`src/rtl/multicycle_ctrl_pkg.sv`:
```
// Purpose : shared opcode constants, FSM state encoding, pc_sel/wb_sel encodings and legality check.
// Latency : n/a (declarations and a pure function only).
// Backpressure: n/a.
package multicycle_ctrl_pkg;

    localparam logic [6:0] OP_LOAD   = 7'h03;
    localparam logic [6:0] OP_OPIMM  = 7'h13;
    localparam logic [6:0] OP_AUIPC  = 7'h17;
    localparam logic [6:0] OP_STORE  = 7'h23;
    localparam logic [6:0] OP_OP     = 7'h33;
    localparam logic [6:0] OP_LUI    = 7'h37;
    localparam logic [6:0] OP_BRANCH = 7'h63;
    localparam logic [6:0] OP_JALR   = 7'h67;
    localparam logic [6:0] OP_JAL    = 7'h6F;

    typedef enum logic [2:0] {
        ST_FETCH  = 3'd0,
        ST_DECODE = 3'd1,
        ST_EXEC   = 3'd2,
        ST_MEM    = 3'd3,
        ST_WB     = 3'd4,
        ST_TRAP   = 3'd5
    } state_t;

    localparam logic [1:0] PC_SEL_PLUS4  = 2'd0;
    localparam logic [1:0] PC_SEL_TARGET = 2'd1;
    localparam logic [1:0] PC_SEL_JALR   = 2'd2;

    localparam logic [1:0] WB_SEL_ALU = 2'd0;
    localparam logic [1:0] WB_SEL_MEM = 2'd1;
    localparam logic [1:0] WB_SEL_PC4 = 2'd2;
    localparam logic [1:0] WB_SEL_IMM = 2'd3;

    // Legal opcode/funct3 combinations; everything else traps.
    function automatic logic is_legal(input logic [6:0] op, input logic [2:0] func);
        logic ok;
        ok = 1'b0;
        case (op)
            OP_LOAD:   ok = (func == 3'd0) || (func == 3'd1) || (func == 3'd2) ||
                            (func == 3'd4) || (func == 3'd5);
            OP_STORE:  ok = (func <= 3'd2);
            OP_BRANCH: ok = (func != 3'd2) && (func != 3'd3);
            OP_JALR:   ok = (func == 3'd0);
            OP_OPIMM, OP_OP, OP_LUI, OP_AUIPC, OP_JAL: ok = 1'b1;
            default:   ok = 1'b0;
        endcase
        return ok;
    endfunction

endpackage

```
`src/rtl/multicycle_ctrl_perf_cnt.sv`:
```
// Purpose : cycle and retired-instruction counters (module ctrl_perf_cnt), both wrap mod 2^32.
// Latency : counts update on the clock edge after the counted cycle.
// Backpressure: none; counts every cycle presented.
// Ports: clk, rst (sync, active-high), pc_we (retire strobe) in; cycle_cnt, instret_cnt out.
module ctrl_perf_cnt (
    input  logic        clk,
    input  logic        rst,
    input  logic        pc_we,
    output logic [31:0] cycle_cnt,
    output logic [31:0] instret_cnt
);

    logic [31:0] cycle_q;
    logic [31:0] instret_q;

    always_ff @(posedge clk) begin
        if (rst) begin
            cycle_q   <= '0;
            instret_q <= '0;
        end else begin
            cycle_q <= cycle_q + 32'd1;
            if (pc_we) begin
                instret_q <= instret_q + 32'd1;
            end
        end
    end

    // Counters read as zero while reset is held, not just after the reset edge.
    assign cycle_cnt   = rst ? '0 : cycle_q;
    assign instret_cnt = rst ? '0 : instret_q;

endmodule

```
`src/rtl/multicycle_ctrl.sv`:
```
// Purpose : multicycle RV32 control FSM (FETCH/DECODE/EXEC/MEM/WB/TRAP); optional perf counters under CTRL_PERF_CNT_EN.
// Latency : zero-wait branch 3, ALU/LUI/AUIPC/JAL/JALR/store 4, load 5 cycles.
// Backpressure: FETCH and MEM hold their request until the matching ack; acks without a request are ignored.
// Ports: clk, rst, op, func, br_taken, imem_ack, dmem_ack in; imem_req, dmem_req, dmem_we, ir_we, pc_we,
//        pc_sel, rf_we, wb_sel, alu_src, illegal, state out; cycle_cnt, instret_cnt out when CTRL_PERF_CNT_EN.
module multicycle_ctrl
    import multicycle_ctrl_pkg::*;
(
    input  logic       clk,
    input  logic       rst,
    input  logic [6:0] op,
    input  logic [2:0] func,
    input  logic       br_taken,
    output logic       imem_req,
    input  logic       imem_ack,
    output logic       dmem_req,
    output logic       dmem_we,
    input  logic       dmem_ack,
    output logic       ir_we,
    output logic       pc_we,
    output logic [1:0] pc_sel,
    output logic       rf_we,
    output logic [1:0] wb_sel,
    output logic       alu_src,
    output logic       illegal,
    output logic [2:0] state
`ifdef CTRL_PERF_CNT_EN
    ,
    output logic [31:0] cycle_cnt,
    output logic [31:0] instret_cnt
`endif
);

    state_t     state_q;
    logic [6:0] op_q;
    logic [2:0] func_q;
    logic       unused_func;

    // funct3 is latched for visibility alongside the opcode; no output depends on it after DECODE.
    assign unused_func = ^func_q;

    always_ff @(posedge clk) begin
        if (rst) begin
            state_q <= ST_FETCH;
            op_q    <= '0;
            func_q  <= '0;
        end else begin
            case (state_q)
                ST_FETCH:  if (imem_ack) state_q <= ST_DECODE;
                ST_DECODE: begin
                    op_q    <= op;
                    func_q  <= func;
                    state_q <= is_legal(op, func) ? ST_EXEC : ST_TRAP;
                end
                ST_EXEC: begin
                    if (op_q == OP_BRANCH)                          state_q <= ST_FETCH;
                    else if (op_q == OP_LOAD || op_q == OP_STORE)   state_q <= ST_MEM;
                    else                                            state_q <= ST_WB;
                end
                ST_MEM: begin
                    if (dmem_ack) state_q <= (op_q == OP_STORE) ? ST_FETCH : ST_WB;
                end
                ST_WB:     state_q <= ST_FETCH;
                ST_TRAP:   state_q <= ST_TRAP;
                default:   state_q <= ST_FETCH;
            endcase
        end
    end

    // Outputs decode the current state and latched opcode; the ack/br_taken terms make the
    // completing cycle itself fire its strobe. Everything is forced low while rst is high so
    // an abandoned access never produces a write enable.
    always_comb begin
        imem_req = 1'b0;
        ir_we    = 1'b0;
        dmem_req = 1'b0;
        dmem_we  = 1'b0;
        pc_we    = 1'b0;
        pc_sel   = PC_SEL_PLUS4;
        rf_we    = 1'b0;
        wb_sel   = WB_SEL_ALU;
        alu_src  = 1'b0;
        illegal  = 1'b0;
        if (!rst) begin
            case (state_q)
                ST_FETCH: begin
                    imem_req = 1'b1;
                    ir_we    = imem_ack;
                end
                ST_EXEC: begin
                    alu_src = !(op_q == OP_OP || op_q == OP_BRANCH);
                    if (op_q == OP_BRANCH) begin
                        pc_we  = 1'b1;
                        pc_sel = br_taken ? PC_SEL_TARGET : PC_SEL_PLUS4;
                    end
                end
                ST_MEM: begin
                    dmem_req = 1'b1;
                    dmem_we  = (op_q == OP_STORE);
                    pc_we    = dmem_ack && (op_q == OP_STORE);
                end
                ST_WB: begin
                    rf_we = 1'b1;
                    pc_we = 1'b1;
                    case (op_q)
                        OP_LOAD:         wb_sel = WB_SEL_MEM;
                        OP_JAL, OP_JALR: wb_sel = WB_SEL_PC4;
                        OP_LUI:          wb_sel = WB_SEL_IMM;
                        default:         wb_sel = WB_SEL_ALU;
                    endcase
                    if (op_q == OP_JAL)       pc_sel = PC_SEL_TARGET;
                    else if (op_q == OP_JALR) pc_sel = PC_SEL_JALR;
                end
                ST_TRAP:  illegal = 1'b1;
                default: ;
            endcase
        end
    end

    assign state = rst ? 3'(ST_FETCH) : 3'(state_q);

`ifdef CTRL_PERF_CNT_EN
    ctrl_perf_cnt u_perf (
        .clk         (clk),
        .rst         (rst),
        .pc_we       (pc_we),
        .cycle_cnt   (cycle_cnt),
        .instret_cnt (instret_cnt)
    );
`endif

endmodule

```
`config.mk`:
```
export PLATFORM = sky130hd
export DESIGN_NAME = multicycle_ctrl
export DESIGN_NICKNAME = d
export VERILOG_FILES = /design/src/rtl/multicycle_ctrl_pkg.sv /design/src/rtl/multicycle_ctrl_perf_cnt.sv /design/src/rtl/multicycle_ctrl.sv
export SDC_FILE = /design/constraint.sdc
export NUM_CORES = 1
export LEC_CHECK = 0
export BUFFER_PORTS_ARGS = -buffer_cell sky130_fd_sc_hd__clkbuf_2
export CAP_MARGIN = 20
export CELL_PAD_IN_SITES_DETAIL_PLACEMENT = 0
export CELL_PAD_IN_SITES_GLOBAL_PLACEMENT = 2
export CORE_MARGIN = 2
export CORE_UTILIZATION = 26
export DETAILED_ROUTE_END_ITERATION = 10
export PLACE_DENSITY = 0.8
export SYNTH_ARGS = -nofsm -noshare
export SYNTH_HDL_FRONTEND = slang
export SYNTH_SLANG_ARGS = --single-unit
```
`constraint.sdc`:
```
create_clock -name clk -period 1.6 [get_ports clk]
set_clock_uncertainty 0.15 [all_clocks]
set_input_delay 0.08 -clock clk [delete_from_list [all_inputs] [get_ports clk]]
set_output_delay 0.08 -clock clk [all_outputs]
set_load 0.01 [all_outputs]
```
==> results.py, run 1 <==
metrics = {
    "setup_path": {
        "critPathLaunchType": "register",
        "worstPathArrival_ps": 1500,
        "required_ps": 1370,
        "cp_num_buf_inv": 1,
        "cpMaxStageDelayCell": "dfxtp_4",
        "path_class": "register to output pin",
        "path_max_fanout": 5,
        "end_kind": "output pin",
        "crit_family": "simple AND/OR/NAND/NOR gates",
        "cp_slowest_stage_delay_ps": 380,
        "worstSetupPathDepth": 5,
        "reg2reg_depth": 4,
        "path_cells": "nand2_4, nor4_4, a32oi_1, nor4_1, buf_2",
    },
    "grt": {
        "grt_overflow": 0,
        "grt_pass1_wl_um": 4740,
        "grtUsageTotal_pct": 17.1,
        "first_global_vias": 1016,
        "antenna_found_initial": 0,
        "grt_max_degree": 14,
    },
    "sta": {
        "slew_headroom_pct": 76.7,
        "period_share_pct": 108,
        "rsz0062_at_grt": "true",
        "min_period_ps": 1730,
        "setup_viol": 7,
        "finalMaxSlewViolations": 0,
        "fmax_mhz": 580,
        "tightest_slew_ps": 344,
        "setup_ws_ps": -126,
        "hold_viol": 0,
    },
    "die": {
        "die_x_um": 61.0,
        "die_y_um": 61.0,
        "core_area_mm2": 0.00308,
        "io_pins": 30,
        "initial_core_util_pct": 27.5,
        "die-area_mm2": 0.00373,
        "num_rows": 20,
    },
    "clock_network": {
        "cts_max_level": 1,
        "insertion_delay_ps": 260,
        "cts_buffer_depth": 2,
        "cts_tree": "done",
        "cts_root_buf": "clkbuf_4",
        "cts_sinks": 10,
        "cts_buffers": 3,
        "path_clk_slew_ps": 70,
    },
    "yosys": {
        "synthesis.nets": 133,
        "netlist_top_cells_area": "dfxtp_1, o21ai_0, nand2_1",
        "synth_cell_types": 45,
        "synth_async_sr_flop_share_pct": 0,
        "ys_ff_latch": 10,
        "synthFlopType": "dfxtp_1",
        "yosysTopAreaCellShare_pct": 23.7,
        "ys_warn_count": 0,
        "synthCells": 118,
        "yosysSeqAreaShare_pct": 23.7,
        "syn_avg_cell_area_um2": 7.17,
        "yosysTopAreaCell": "dfxtp_1",
        "synth_area_um2": 846,
        "synth_edf_count": 0,
    },
    "finish": {
        "synthToLayoutAreaGrowth_pct": 75.3,
        "nets": 194,
        "n_fill_cell": 314,
        "final_util_pct": 48.2,
        "drive_gt1_share_pct": 53.4,
        "diodes": 0,
        "final_cell_count_no_fill": 222,
    },
    "route": {
        "ant_nets": 0,
        "drc": 0,
        "vias_per_cell": 5.08,
        "post_drt_wl_per_cell_um": 13.7,
        "postRouteWirelength_um": 3050,
        "drt_iter0_drc": 31,
        "vias": 1128,
        "first_pass_iters": 4,
    },
    "placement": {
        "dp_hpwl_um": 2080,
        "place_inst": 203,
        "io_buffers": 29,
        "gp_congestion": 0.838,
    },
    "pwr": {
        "p_int_w": 0.000729,
        "power_density_mw_per_mm2": 795,
        "power_switching_share_pct": 38.1,
        "p_leak_nw": 0.665,
        "vdd_drop_max_uv": 416,
        "p_seq_share_pct": 29.8,
        "power_frac_comb_pct": 51.3,
        "power.switching_w": 0.000449,
        "p_clk_share_pct": 18.9,
    },
    "status": {
        "violations": "negative setup slack",
        "status": "finished, violations left",
    },
    "flow_run": {
        "drv_cap": 0,
    },
    "worst_hold_path": {
        "min_path_cells": 4,
        "hp-class": "primary input to register",
    },
}
[cell usage in the layout, fill, tap and decap left out, types with 2 or more instances in the layout]
master / synthesis / final
clkbuf_2: 0 / 20
buf_4: 0 / 20
nand2_1: 14 / 10
a21oi_1: 10 / 10
buf_2: 1 / 10
o21ai_0: 11 / 9
nor2_1: 8 / 7
dlygate4sd3_1: 0 / 7
inv_1: 7 / 6
dfxtp_2: 0 / 6
buf_6: 2 / 5
dfxtp_4: 0 / 4
inv_2: 2 / 3
nand3_1: 3 / 3
clkbuf_4: 0 / 3
nand2_4: 0 / 2
nor3_4: 0 / 2
nor4_4: 0 / 2
a32oi_1: 2 / 2
nor4_1: 4 / 2
or3_4: 0 / 2
nand2_2: 0 / 2
o21ai_1: 0 / 2
and3_1: 2 / 2
nor3b_1: 3 / 2
o22ai_1: 2 / 2
[power groups by stage]
stage / registers [W] / clock network [W] / logic, W
floorplan: 0.000325 / 0 / 0.000275
global placement: 0.000324 / 0 / 0.000436
detailed placement: 0.000326 / 0 / 0.000432
CTS: 0.000343 / 0.000231 / 0.000532
global route: 0.000359 / 0.000249 / 0.000656
finish: 0.000352 / 0.000222 / 0.000604
[synthesized netlist by cell type (all sizes together), types with 2 or more instances]
master  instances
nor3            4
buf             3
nand3           3
and3            2
clkbuf          4
nor3b           3
o22ai           3
inv             9
nor4            4
dfxtp          10
a32oi           2
nor2            9
or3             2
nor4b           2
a21oi          10
o21ai          11
nand2          14
[metal layers]
metal	routed length, µm	share of wire, %	vias up	GRT usage, %
li1	-	-	555	-
met1	1330	44	528	21.4
met2	1550	51	37	28.9
met3	115	3.8	8	3.78
met4	50	1.6	0	5.90
met5	0	0	-	0
[repair_timing]
item | 4_1_cts | 5_1_grt
endpoints found under the hold margin | 7 | 0
pin swaps | 13 | 9
gates resized for setup | 35 | 25
cloned | 1 | 0
setup buffers | 5 | 2
setup endpoints to repair | 8 | 10
hold buffers | 7 | 0
[worst min-delay path, delay by kind of cell]
| family | cells | cell delay (ps) |
|---|---|---|
| and+or+nand+nor | 1 | 70 |
| buffers and inverters | 1 | 110 |
| AOI/OAI and AO/OA | 2 | 130 |
[layout make-up]
class	count	area [µm²]	area share (%)
Clock buffer	4	36.3	2.45
Multi-Input combinational cell	92	693	46.8
Tap cell	44	55.1	3.71
Timing Repair Buffer	63	442	29.8
Sequential cell	10	223	15.0
Inverter	9	33.8	2.28
[cell families after synthesis]
family,share of synthesized area (%)
AND/OR/NAND/NOR,33.0
buffers and inverters,11.4
adder cells (fa/ha/maj),1.33
flip-flops,23.7
AO/OA/AOI/OAI,27.4
XOR/XNOR,2.07
multiplexers,1.18
[path summary, 6_finish.rpt]
check                           slack [ps]                  from                      end
worst min-delay path                    30              dmem_ack  state_q[0]$_SDFFE_PP0P_
worst max-delay path                  -130  op_q[2]$_SDFFE_PP0P_                pc_sel[0]
worst min register to register         350  op_q[0]$_SDFFE_PP0P_     op_q[0]$_SDFFE_PP0P_
worst max register to register          40  op_q[5]$_SDFFE_PP0P_  state_q[2]$_SDFFE_PP0P_
[stage by stage]
step / TNS [ps] / total power [W] / cell area, µm² / hold WS, ps / setup slack (ps)
finish: -437 / 0.00118 / 1480 / 30.8 / -126
global route: -1110 / 0.00126 / 1480 / 52.9 / -255
CTS: -489 / 0.00111 / 1420 / 11.0 / -115
detailed placement: -57.0 / 0.000758 / 1130 / 187 / -57.0
global placement: -51.9 / 0.000760 / 1130 / 182 / -51.9
floorplan: 0 / 0.000600 / 847 / 56.0 / 15.6
[registers in the layout, indices dropped and copies added (netlist names)]
signal,count
op_q,7
state_q,3
(Power assumes the default switching activity.)
==> run 2: changes to the inputs <==
Settings changed: CORE_MARGIN 2 to 8, CTS_CLUSTER_SIZE from default to 14.
==> run 2 against run 1 <==
- critical endpoint unchanged
- global-route usage down 5.0 points
- clock-buffer cell count is the same
- register-to-register slack improved by 40 ps
- the run still ends with negative setup slack left
- first-iteration DRC count grew 58%
- cell area is 2.9% lower
- sequential share of layout area up 0.79 points
- fmax down 0.47%
- total power is 3.9% lower
==> results.py, run 2 (synthesis gave the netlist of run 1 again) <==
metrics = {
    "die": {
        "initial_core_util_pct": 27.5,
        "io_pins": 30,
        "die-area_mm2": 0.00533,
        "num_rows": 20,
        "core_area_mm2": 0.00308,
        "die_y_um": 73.0,
        "die_x_um": 73.0,
    },
    "finish": {
        "reg_top3": "op_q: 7 flops, state_q: 3 flops",
        "drive_gt1_share_pct": 52.0,
        "diodes": 0,
        "final_cell_mix": "buf_4, clkbuf_2, nand2_1",
        "stdcell_area_mm2": 0.00144,
        "n_fill_cell": 313,
        "regMostFlops": "op_q",
        "synthToLayoutAreaGrowth_pct": 70.3,
        "nets": 193,
        "final_common_cell": "buf_4",
        "register_area_um2": 228,
        "final_cell_count_no_fill": 221,
        "largest_reg_flops": 7,
        "multi_input_area_um2": 669,
    },
    "sta": {
        "tightest_slew_ps": 264,
        "period_share_pct": 108,
        "slew_headroom_pct": 82.2,
        "setup_ws_ps": -134,
        "finalSetupTns_ps": -365,
        "fmax_mhz": 577,
        "holdWs_ps": 35.3,
        "rsz0062_at_grt": "true",
        "finalMaxSlewViolations": 0,
        "setup_viol": 5,
        "min_period_ps": 1730,
        "hold_viol": 0,
    },
    "placement": {
        "dpl_cell_area_mm2": 0.00112,
        "gp_congestion": 0.806,
        "dp_hpwl_um": 2300,
        "io_buffers": 29,
        "place_ws_ps": -2.77,
        "place_inst": 202,
    },
    "pwr": {
        "p_leak_nw": 0.647,
        "power_density_mw_per_mm2": 786,
        "vdd_drop_max_uv": 358,
    },
    "clock_network": {
        "insertion_delay_ps": 260,
        "cts_max_level": 1,
        "cts_root_buf": "clkbuf_4",
        "path_clk_slew_ps": 60,
        "cts_tree": "done",
        "cts_buffer_depth": 2,
        "cts_sinks": 10,
        "cts_buffers": 3,
    },
    "setup_path": {
        "end_kind": "output pin",
        "r2r_start": "op_q[6]$_SDFFE_PP0P_",
        "cp_num_buf_inv": 2,
        "cpMaxStageDelayCell": "dfxtp_4",
        "path_max_fanout": 5,
        "startpoint": "state_q[0]$_SDFFE_PP0P_",
        "critPathLaunchType": "register",
        "cp_slowest_stage_delay_ps": 370,
        "worstPathArrival_ps": 1500,
        "required_ps": 1370,
        "path_cells": "nor4_2, buf_4, a32oi_1, nor4_1, buf_2",
        "crit_family": "simple AND/OR/NAND/NOR gates",
        "path_class": "register to output pin",
    },
    "grt": {
        "antenna_found_initial": 0,
        "grt_max_degree": 14,
        "grtUsageTotal_pct": 12.0,
        "first_global_vias": 1114,
        "grt_pass1_wl_um": 5180,
        "grt_overflow": 0,
    },
    "route": {
        "drc": 0,
        "vias": 1101,
        "postRouteWirelength_um": 3110,
        "post_drt_wl_per_cell_um": 14.1,
        "ant_nets": 0,
        "drt_iter0_drc": 49,
        "vias_per_cell": 4.98,
        "first_pass_iters": 4,
    },
    "worst_hold_path": {
        "holdCritStartpoint": "dmem_ack",
        "hp-class": "primary input to register",
    },
    "status": {
        "status": "finished, violations left",
        "violations": "negative setup slack",
    },
    "flow_run": {
        "drv_cap": 0,
    },
}
-- run 2: changes by cell type in the layout (fill, tap and decap cells not counted), sizes merged --
cell    before  now
clkbuf      24   25
buf         36   34
-- run 2: layer usage --
metal / wire length [µm] / up-vias / GRT usage [%]
met4: 12 / 0 / 3.56
met2: 1520 / 31 / 20.4
met3: 207 / 2 / 3.30
li1: - / 553 / -
met5: 0 / - / 0
met1: 1370 / 515 / 14.3
-- run 2: per-stage QoR --
| stage | power (W) | utilization, % |
|---|---|---|
| final | 0.00113 | 46.8 |
| after global routing | 0.00122 | 46.8 |
| after CTS | 0.00109 | 44.7 |
| after detailed placement | 0.000762 | 36.4 |
| after global placement | 0.000762 | 36.4 |
| after floorplan | 0.000600 | - |
-- run 2: repair_timing --
item                                   in CTS  in global routing
setup endpoints to repair                  10                 11
pin swaps                                  10                 11
resized for setup                          30                 21
endpoints found under the hold margin       7                  0
hold buffers                                7                  0
buffers inserted                            5                  3
-- run 2: worst min-delay path, cell delays in order --
cell and delay (ps):
clkbuf_2 120, o21ai_0 80, nand2_1 70, o22ai_1 50
-- run 2: final timing paths --
check / to / slack [ps] / cells past startpoint
worst min register to register: op_q[1]$_SDFFE_PP0P_ / 350 / 2
worst min-delay path: state_q[0]$_SDFFE_PP0P_ / 40 / 4
worst max-delay path: pc_sel[0] / -130 / 5
worst max register to register: state_q[0]$_SDFFE_PP0P_ / 80 / 6
-- run 2: area by class of cell --
class | count | share of cell area (%)
tap | 44 | 3.82
multi-input combinational | 92 | 46.5
clock buffer | 4 | 2.52
inverter | 9 | 2.35
sequential | 10 | 15.8
timing repair buffer | 62 | 29.0
-- run 2: report_power, final --
group	switching, W	total [W]	internal, W
clock network	0.0000879	0.000226	0.000138
registers	0.0000508	0.000348	0.000297
logic	0.000287	0.000558	0.000271
total	0.000426	0.00113	0.000706
